**config.mk**
```make
export PLATFORM = sky130hd
export DESIGN_NAME = bawsss_uart_tx
export DESIGN_NICKNAME = d
export VERILOG_FILES = /design/src/rtl/bawsss_uart_pkg.sv /design/src/rtl/bawsss_byte_fifo.sv /design/src/rtl/bawsss_uart_tx.sv
export SDC_FILE = /design/constraint.sdc
export NUM_CORES = 1
export LEC_CHECK = 0
export ABC_AREA = 1
export CAP_MARGIN = 15
export CORE_AREA = 4 4 129 131
export CTS_BUF_LIST = sky130_fd_sc_hd__clkbuf_8
export DETAILED_ROUTE_END_ITERATION = 10
export DIE_AREA = 0 0 133 135
export PLACE_DENSITY_LB_ADDON = 0.15
export SLEW_MARGIN = 40
export SYNTH_ARGS = -nofsm -noshare
export SYNTH_HDL_FRONTEND = slang
export SYNTH_HIERARCHICAL = 1
export SYNTH_SLANG_ARGS = --single-unit
```
**constraint.sdc**
```tcl
create_clock -name clk -period 3.5 [get_ports clk]
set_input_delay 0.35 -clock clk [delete_from_list [all_inputs] [get_ports clk]]
set_output_delay 0.35 -clock clk [all_outputs]
set_load 0.005 [all_outputs]
```
**src/rtl/bawsss_uart_pkg.sv**
```systemverilog
// -----------------------------------------------------------------------------
// bawsss_uart_pkg
// Shared types and constants for the memory-mapped UART transmitter.
//   uart_state_t : serialiser FSM states
//   STAT_*       : bit positions inside the 16-bit status word
// -----------------------------------------------------------------------------
package bawsss_uart_pkg;

    typedef enum logic [1:0] {
        IDLE  = 2'd0,
        START = 2'd1,
        DATA  = 2'd2,
        STOP  = 2'd3
    } uart_state_t;

    localparam int STAT_BUSY  = 0;
    localparam int STAT_EMPTY = 1;
    localparam int STAT_FULL  = 2;
    localparam int STAT_OVF   = 3;

endpackage

```
**src/rtl/bawsss_byte_fifo.sv**
```systemverilog
// -----------------------------------------------------------------------------
// bawsss_byte_fifo
// Synchronous byte FIFO with a combinational head read.
// Ports:
//   clk       : system clock, rising edge
//   rst       : synchronous active-high reset, empties the FIFO
//   push      : write request for push_data
//   push_data : byte to enqueue
//   pop       : remove the head entry (ignored when empty)
//   head      : current head entry, valid while empty=0
//   full      : count == DEPTH
//   empty     : count == 0
//   count     : number of stored entries
// A push while full is still accepted if a pop happens in the same cycle.
// -----------------------------------------------------------------------------
module bawsss_byte_fifo #(
    parameter int DEPTH = 8
) (
    input  logic                       clk,
    input  logic                       rst,
    input  logic                       push,
    input  logic [7:0]                 push_data,
    input  logic                       pop,
    output logic [7:0]                 head,
    output logic                       full,
    output logic                       empty,
    output logic [$clog2(DEPTH):0]     count
);

    localparam int AW = $clog2(DEPTH);

    logic [7:0]    mem [DEPTH];
    logic [AW-1:0] wr_ptr;
    logic [AW-1:0] rd_ptr;
    logic [AW:0]   count_q;
    logic          do_push;
    logic          do_pop;

    // Status flags come straight from the registered occupancy count.
    assign full  = (count_q == (AW+1)'(DEPTH));
    assign empty = (count_q == '0);
    assign count = count_q;
    assign head  = mem[rd_ptr];

    // When full, the slot being written is the one the pop frees, so the
    // head is read out before it is overwritten at the same edge.
    assign do_pop  = pop && !empty;
    assign do_push = push && (!full || do_pop);

    // Pointers wrap naturally because DEPTH is a power of two.
    always_ff @(posedge clk) begin
        if (rst) begin
            wr_ptr  <= '0;
            rd_ptr  <= '0;
            count_q <= '0;
        end else begin
            if (do_push) begin
                wr_ptr <= wr_ptr + 1'b1;
            end
            if (do_pop) begin
                rd_ptr <= rd_ptr + 1'b1;
            end
            case ({do_push, do_pop})
                2'b10:   count_q <= count_q + 1'b1;
                2'b01:   count_q <= count_q - 1'b1;
                default: count_q <= count_q;
            endcase
        end
    end

    // Storage array has no reset; contents are only observed through head
    // while the FIFO is non-empty.
    always_ff @(posedge clk) begin
        if (do_push) begin
            mem[wr_ptr] <= push_data;
        end
    end

endmodule

```
**src/rtl/bawsss_uart_tx.sv**
```systemverilog
// -----------------------------------------------------------------------------
// bawsss_uart_tx
// Memory-mapped 8N1 UART transmitter on the CPU data-store bus.
// Ports:
//   clk        : system clock, rising edge
//   rst        : synchronous active-high reset; aborts any frame in flight
//   memWrite   : CPU store strobe
//   address    : CPU data address
//   writeData  : CPU store data (low byte enqueued on DATA_ADDR stores)
//   statusData : {12'b0, overflow, full, empty, busy}
//   tx         : registered serial line, idles high
//   busy       : FSM active or bytes still queued
// Stores to STATUS_ADDR with writeData[0]=1 clear the sticky overflow flag.
// -----------------------------------------------------------------------------
module bawsss_uart_tx
    import bawsss_uart_pkg::*;
#(
    parameter logic [15:0] DATA_ADDR    = 16'hFF00,
    parameter logic [15:0] STATUS_ADDR  = 16'hFF02,
    parameter int          CLKS_PER_BIT = 16,
    parameter int          FIFO_DEPTH   = 8
) (
    input  logic        clk,
    input  logic        rst,
    input  logic        memWrite,
    input  logic [15:0] address,
    input  logic [15:0] writeData,
    output logic [15:0] statusData,
    output logic        tx,
    output logic        busy
);

    localparam int BW = (CLKS_PER_BIT > 2) ? $clog2(CLKS_PER_BIT) : 1;
    localparam logic [BW-1:0] BAUD_LAST = BW'(CLKS_PER_BIT - 1);

    uart_state_t   state;
    uart_state_t   state_next;
    logic [BW-1:0] baud;
    logic [BW-1:0] baud_next;
    logic [2:0]    bit_idx;
    logic [2:0]    bit_next;
    logic [7:0]    shift;
    logic [7:0]    shift_next;
    logic          tx_next;
    logic          overflow;

    logic          data_store;
    logic          clear_store;
    logic          refused;
    logic          fifo_pop;
    logic [7:0]    fifo_head;
    logic          fifo_full;
    logic          fifo_empty;
    logic [$clog2(FIFO_DEPTH):0] unused_fifo_count;
    logic          unused_high_byte;

    assign data_store       = memWrite && (address == DATA_ADDR);
    assign clear_store      = memWrite && (address == STATUS_ADDR) && writeData[0];
    assign refused          = data_store && fifo_full && !fifo_pop;
    assign unused_high_byte = ^writeData[15:8];

    bawsss_byte_fifo #(
        .DEPTH (FIFO_DEPTH)
    ) u_fifo (
        .clk       (clk),
        .rst       (rst),
        .push      (data_store),
        .push_data (writeData[7:0]),
        .pop       (fifo_pop),
        .head      (fifo_head),
        .full      (fifo_full),
        .empty     (fifo_empty),
        .count     (unused_fifo_count)
    );

    // Sticky overflow: a refused push in the same cycle as a clear leaves
    // the flag set.
    always_ff @(posedge clk) begin
        if (rst) begin
            overflow <= 1'b0;
        end else if (refused) begin
            overflow <= 1'b1;
        end else if (clear_store) begin
            overflow <= 1'b0;
        end
    end

    // Serialiser state registers. tx is registered from the next-state
    // decode so the line changes on the same edge the state does.
    always_ff @(posedge clk) begin
        if (rst) begin
            state   <= IDLE;
            baud    <= '0;
            bit_idx <= '0;
            shift   <= '0;
            tx      <= 1'b1;
        end else begin
            state   <= state_next;
            baud    <= baud_next;
            bit_idx <= bit_next;
            shift   <= shift_next;
            tx      <= tx_next;
        end
    end

    // Next-state decode. The last STOP cycle chains straight into START
    // when another byte is waiting so frames stay back to back.
    always_comb begin
        state_next = state;
        baud_next  = baud;
        bit_next   = bit_idx;
        shift_next = shift;
        fifo_pop   = 1'b0;
        case (state)
            IDLE: begin
                if (!fifo_empty) begin
                    fifo_pop   = 1'b1;
                    shift_next = fifo_head;
                    baud_next  = '0;
                    state_next = START;
                end
            end
            START: begin
                if (baud == BAUD_LAST) begin
                    baud_next  = '0;
                    bit_next   = '0;
                    state_next = DATA;
                end else begin
                    baud_next = baud + 1'b1;
                end
            end
            DATA: begin
                if (baud == BAUD_LAST) begin
                    baud_next  = '0;
                    shift_next = {1'b0, shift[7:1]};
                    if (bit_idx == 3'd7) begin
                        state_next = STOP;
                    end else begin
                        bit_next = bit_idx + 3'd1;
                    end
                end else begin
                    baud_next = baud + 1'b1;
                end
            end
            STOP: begin
                if (baud == BAUD_LAST) begin
                    baud_next = '0;
                    if (!fifo_empty) begin
                        fifo_pop   = 1'b1;
                        shift_next = fifo_head;
                        state_next = START;
                    end else begin
                        state_next = IDLE;
                    end
                end else begin
                    baud_next = baud + 1'b1;
                end
            end
            default: begin
                state_next = IDLE;
            end
        endcase
    end

    // Line level for the upcoming cycle, LSB first during DATA.
    always_comb begin
        tx_next = 1'b1;
        case (state_next)
            START:   tx_next = 1'b0;
            DATA:    tx_next = shift_next[0];
            default: tx_next = 1'b1;
        endcase
    end

    // Status word assembled from registered state only.
    always_comb begin
        busy                   = (state != IDLE) || !fifo_empty;
        statusData             = '0;
        statusData[STAT_BUSY]  = busy;
        statusData[STAT_EMPTY] = fifo_empty;
        statusData[STAT_FULL]  = fifo_full;
        statusData[STAT_OVF]   = overflow;
    end

endmodule

```
==> impl_metrics.py <==
metrics = {
    "clock_network": {
        "cts.reportedPaths.clkPinSlew_ns": 0.10,
        "cts_hold_buffers": 0,
        "cts_sinks": 96,
        "cts_resized": 0,
        "tritoncts": "built",
        "clk_latency_ns": 0.38,
        "cts-root-buf": "clkbuf_8",
        "cts_max_path_buffers": 2,
        "post_cts_buffers": 0,
        "cts_made_buffers": 9,
        "htreeDepth": 3,
    },
    "sta": {
        "final.setup.tns_ns": 0,
        "skew_ns": 0.00859,
        "report.final.slew_viol_count": 0,
        "max_freq_mhz": 367,
        "hold_violations": 0,
        "finalSetupViolCount": 0,
        "tightest_slew_ns": 0.808,
        "hold_slack_ns": 0.470,
        "layout_setup_ws_ns": 0.777,
        "post-route-min-period_ns": 2.72,
        "period_share_pct": 77.8,
        "relSlewSlack_pct": 46.0,
        "rsz0062_at_grt": "no",
    },
    "pwr": {
        "irDropWorstVdd_uv": 227,
        "swShare_pct": 25.2,
        "p_int_mw": 1.55,
        "p_seq_share_pct": 58.8,
        "power.share.clock_pct": 33.9,
        "pwr_density_cell_nw_per_um2": 387,
        "leakagePower_nw": 1.94,
        "total_power_mw": 2.07,
        "combPwrFrac_pct": 7.3,
        "p_sw_uw": 522,
    },
    "cells_and_area": {
        "multi_input_area_sq_um": 1720,
        "nFillCells": 1585,
        "mostFrequentLayoutCell": "nand2_1",
        "final_cell_mix": "92 x nand2_1, 64 x edfxtp_1, 46 x nor2_1",
        "layout.nets": 556,
        "syn_to_final_growth_pct": 16.1,
        "fin_cells": 729,
        "drive_above_1_share_pct": 12.9,
        "ff_latch_area_sq_um": 2560,
        "antennaDiodeCount": 0,
    },
    "yosys": {
        "ys_ff_latch": 96,
        "synthCells": 467,
        "ys_seq_area_share_pct": 55.6,
        "yosys_most_used_dff": "edfxtp_1",
        "ys_types": 36,
        "syn-cell-area_sq_um": 4610,
        "ys_async_sr_fraction_pct": 0,
        "synth.avg_cell_area_sq_um": 9.86,
        "synth_edf_count": 64,
        "ys_warn_count": 6,
    },
    "global_route": {
        "grt-ovfl-total": 0,
        "antenna_found_initial": 0,
        "grt_max_degree": 26,
        "grt_pass1_wl_mm": 16.2,
        "track_usage_pct": 11.7,
        "grt_pass1_vias": 3066,
    },
    "setup_path": {
        "crit_buf_inv": 4,
        "critical-path-top-delay-family": "simple AND/OR/NAND/NOR gates",
        "critPathLaunchType": "register",
        "endpoint_kind": "register",
        "worstPathCellList": "inv_1, ha_1, nor2_2, inv_1, nand2_1, inv_1, nand3_2, inv_1, ha_1, a21oi_1, nand3_1, nand2_2, nand3_1, nand2_1, nor2_1",
        "worstPathArrival_ns": 3.01,
        "slowest_delay_ns": 0.46,
        "crit_type": "register to register",
        "worstPathRequired_ns": 3.78,
        "cpMostUsedCell": "inv_1",
        "crit_path_top_delay_cell": "dfxtp_1",
        "cp_max_fo": 7,
    },
    "die": {
        "core_sq_um": 15600,
        "start_util_pct": 29.5,
        "die_w_um": 133,
        "die_y_um": 135,
        "die_area_sq_um": 18000,
        "io_pins": 53,
        "rows": 46,
    },
    "detailed_routing": {
        "routed_wl_mm": 10.0,
        "drt_iter0_drc": 137,
        "viasPerCell": 4.44,
        "dr_total_vias": 3237,
        "drc": 0,
        "routedWlPerCell_um": 13.8,
        "final_antenna_net_count": 0,
        "drt_pass1_iterations": 4,
    },
    "run_status": {
        "status": "complete, no violations",
    },
    "place": {
        "place_congestion": 0.735,
        "dp_hpwl_mm": 6.96,
        "io_buffer_count": 32,
        "dp_cells": 713,
        "place_worst_setup_slack_ns": 0.749,
    },
    "min_path": {
        "hp-class": "register to register",
    },
    "flow_run": {
        "maxCapViolCount": 0,
    },
}
[area by class of cell]
| type | count | area share, % |
|---|---|---|
| clock inverter | 7 | 1.12 |
| timing repair buffer | 49 | 8.38 |
| multi-input combinational | 311 | 32.2 |
| inverter | 41 | 2.93 |
| sequential | 96 | 48.0 |
| tap | 216 | 5.05 |
| clock buffer | 9 | 2.32 |
[layer usage]
layer  vias to the layer above  wire length, um  track usage (%)
met3                         9              396             3.02
met1                      1527             4420             14.1
met5                         -                0                0
li1                       1653                -                -
met2                        48             5080             20.2
met4                         0              137             3.98
[registers in the layout, indices dropped and copies added, names as in the netlist, named ones only]
register	cells
tx	1
shift	8
u_fifo/rd_ptr	3
u_fifo/mem	64
bit_idx	3
overflow	1
u_fifo/count	4
state	2
u_fifo/wr_ptr	3
baud	4
[cells in the mapped netlist (2+ instances only)]
library cell   n  area share (%)
o21ai_0       13             1.4
nand4_1        6            0.81
nand2_4        3            0.73
o22ai_1       22             3.0
dfxtp_1       32              14
nor2_4         3            0.73
nand3b_1       3            0.49
nor2_2         2            0.27
mux2i_1       16             3.5
a211oi_1       3            0.49
nor2_1        46             3.7
inv_2          3            0.24
edfxtp_1      64              42
nor3_1         2            0.22
nand2_1       92             7.5
nand3_2        6             1.3
a21oi_1       21             2.3
or2_2          3            0.41
buf_2          4            0.43
o21ai_1       15             1.6
buf_4         19             3.1
inv_1         37             3.0
clkbuf_1       4            0.33
a21oi_2        3            0.57
buf_6          2            0.49
nand2_2        6            0.81
nand3_1       17             1.8
ha_1          12             3.3
[final timing paths]
kind	start	endpoint	slack [ns]	cells after the start
min	u_fifo/rd_ptr[2]	u_fifo/rd_ptr[2]	0.47	2
max reg2reg	state[1]	u_fifo/count[3]	0.78	15
min reg2reg	u_fifo/rd_ptr[2]	u_fifo/rd_ptr[2]	0.47	2
max	state[1]	u_fifo/count[3]	0.78	15
[kinds of logic (layout without fill, tap and decap cells)]
group | Yosys count | count (layout) | share of synthesized area, %
other cells | 1 | 12 | 0.0814
simple gates | 191 | 191 | 19.5
mux | 16 | 16 | 3.48
buf+inv | 71 | 106 | 7.85
xor+xnor | 1 | 1 | 0.190
fa+ha+maj | 13 | 13 | 3.69
flops | 96 | 96 | 55.6
compound gates | 78 | 78 | 9.56
[worst min-delay path: cells and delay by family, from the launching register on]
kind | cells | cell delay, ns
buffers and inverters | 1 | 0.05
flip-flops | 1 | 0.32
AO/OA/AOI/OAI | 1 | 0.06
[power groups by stage]
| stage | clock, mW | combinational [mW] | sequential [mW] |
|---|---|---|---|
| 3_3_place_gp | 0 | 0.152 | 1.24 |
| 2_1_floorplan | 0 | 0.0916 | 1.24 |
| 3_5_place_dp | 0 | 0.154 | 1.24 |
| 4_1_cts | 0.736 | 0.154 | 1.22 |
| 5_1_grt | 0.782 | 0.171 | 1.22 |
| 6_report | 0.700 | 0.152 | 1.22 |
[per-stage QoR]
stage               utilization (%)  area, sq um
detailed placement             33.1         5160
global route                   34.3         5350
global placement               33.1         5160
finish                         34.3         5350
CTS                            34.3         5350
floorplan                         -         4650
No activity file was read; power rests on OpenSTA's default activity.
==> patch, RTL diff (config.mk and constraints unchanged) <==
Re-encode `uart_state_t` (4 states) as one-hot, 4 bits wide.
--- a/src/rtl/bawsss_uart_pkg.sv
+++ b/src/rtl/bawsss_uart_pkg.sv
@@ -8,7 +8,7 @@
 
-    typedef enum logic [1:0] {
-        IDLE  = 2'd0,
-        START = 2'd1,
-        DATA  = 2'd2,
-        STOP  = 2'd3
+    typedef enum logic [3:0] {
+        IDLE  = 4'b0001,
+        START = 4'b0010,
+        DATA  = 4'b0100,
+        STOP  = 4'b1000
     } uart_state_t;
Function: same outputs for any inputs over 10 cycles, from zero or initial values and one cycle with rst high; not proved beyond that.
==> patch against the unedited design <==
Wire length is 2.3% higher. Synthesized cell count is 6.4% higher. Fmax is 0.21% higher. Non-clock buffer count is 4 lower. Worst setup slack better by 0.0057 ns. Area after synthesis is 3.4% higher. Global-route usage hardly changed. First-iteration DRC count is 25% higher. Sequential cell count is 2 higher. Cell area is 2.2% higher. Critical path type unchanged. Largest cell class unchanged. Highest routed layer unchanged.
Power is not compared: it rests on default switching activity, and its combinational part moved more than twofold at a synthesized area within 25%.
==> patch: results (changes against the unedited design) <==
outcome complete, no violations; leading post-synthesis cells by cell area edfxtp_1, dfxtp_1, nand2_1; routed vias 3358 (+3.7%); Max VDD drop 0.0001425 V; hold path startpoint u_fifo/rd_ptr[2]; P_int 1.514 mW; Post-CTS Setup Bufs 0 (unchanged); reg2reg end u_fifo/count[3]; fraction of layout cells with a size suffix above 1 12.96% (+0.097 points); Setup Skew 0.007922 ns (-0.0006658 ns); Hold Path Cell Cnt 2 (unchanged); met3 Use GR 2.347% (-0.67 points); grt met2 use 18.51% (-1.7 points); CP max FO 8 (+1); start of the worst register-to-register path u_fifo/count[3]; Clock Tree Root clkbuf_8; Cells after DPL 741 (+3.9%); largest net degree at the start of global routing 33 (+27%); initial antenna violation count 0 (unchanged); Routed Wire Length 10260 um (+2.3%); vias in the first global route 3175 (+3.6%); CP max-delay cell dfxtp_1; wire length on met3 346 um (-13%); DRT met1 WL 4943 um (+12%); Post-synth ARST share 0% (unchanged); Wirelength per Cell 13.58 um (-1.4%); Area after DPL 0.005294 mm2 (+2.6%); first-iteration detailed-routing DRC count 171 (+25%); HP Class flop to flop; CP arrival 2.99 ns (-0.02 ns); Crit Path Class flop to flop; CP max stage delay 0.45 ns; M1 GR Usage 15.79% (+1.6 points); dpl hpwl 6987 um (+0.42%); Fillers 1567 (-1.1%); first-pass GRT wire length 16190 um (about the same); Final #Nets 579 (+4.1%); Clock Tree Buf Depth 2 (unchanged); overall global routing resource usage 11.68% (about the same); Lkg Pwr 2.076 nW; Top Registers u_fifo/mem: 64 flops, shift: 8 flops; distinct cell type count after synthesis 37 (+2.8%); Seq/Total Area, Yosys 54.64% (-0.99 points); diode count 0 (unchanged); DR WL met2 4823 um (-5.1%); Post-synth top cells nand2_1, nor2_1, edfxtp_1, dfxtp_1, inv_1; Max-Cap Viols 0 (unchanged); Num CTS Buffers 9 (unchanged); Synth Area per Inst 9.584 um2 (-2.8%); Hold WS 0.4583 ns (-0.01160 ns); GPL Wtd Cong 0.7796 (+6.1%); Port-buffer cells 32 (unchanged); reg2reg path depth 15 (unchanged)
==> patch: cell types whose count changed after synthesis, moves of 6 or more <==
cell | unedited run | this run
inv_1 | 37 | 27
nand3_1 | 17 | 26
nor2_1 | 46 | 79
o21ai_0 | 13 | 7
==> patch: cell families (layout without fill, tap and decap cells) <==
kind of cell               Yosys count  count (layout)  share of synthesized area, %
and+or+nand+nor                    241             241                         24.35
xor gates and xnor gates             2               2                        0.3678
adders and majority gates            8               8                         2.259
DFF                                 98              98                         54.64
AOI/OAI and AO/OA                   66              66                         7.696
other                                1              12                       0.07873
muxes                               16              16                         3.362
buffers and inverters               65              97                         7.250
==> patch: stage by stage <==
step | setup slack (ns) | utilization (%)
2_1_floorplan | 1.196 | -
3_3_place_gp | 0.6982 | 33.94
3_5_place_dp | 0.6833 | 33.94
4_1_cts | 0.7671 | 35.02
5_1_grt | 0.5042 | 35.02
6_report | 0.7823 | 35.02
==> patch: worst register-to-register path: stages, from the launching register on <==
cell,delay [ns]
dfxtp_1,0.45
nor2_2,0.07
nand2_4,0.09
inv_1,0.05
inv_1,0.23
nand4_1,0.29
nand2_1,0.29
nand3_2,0.20
inv_1,0.12
ha_1,0.27
a21oi_1,0.21
nand3_1,0.10
nand2_2,0.08
nand3_1,0.06
nand2_1,0.06
nor2_1,0.04
==> patch: area by class of cell <==
type	instances	area, um2	area share, %
Inverter	37	146.4	2.680
Clock inverter	6	43.79	0.8018
Tap cell	216	270.3	4.948
Timing Repair Buffer	45	417.9	7.652
Multi-Input combinational cell	345	1857	34.00
Sequential cell	98	2603	47.65
Clock buffer	9	123.9	2.268
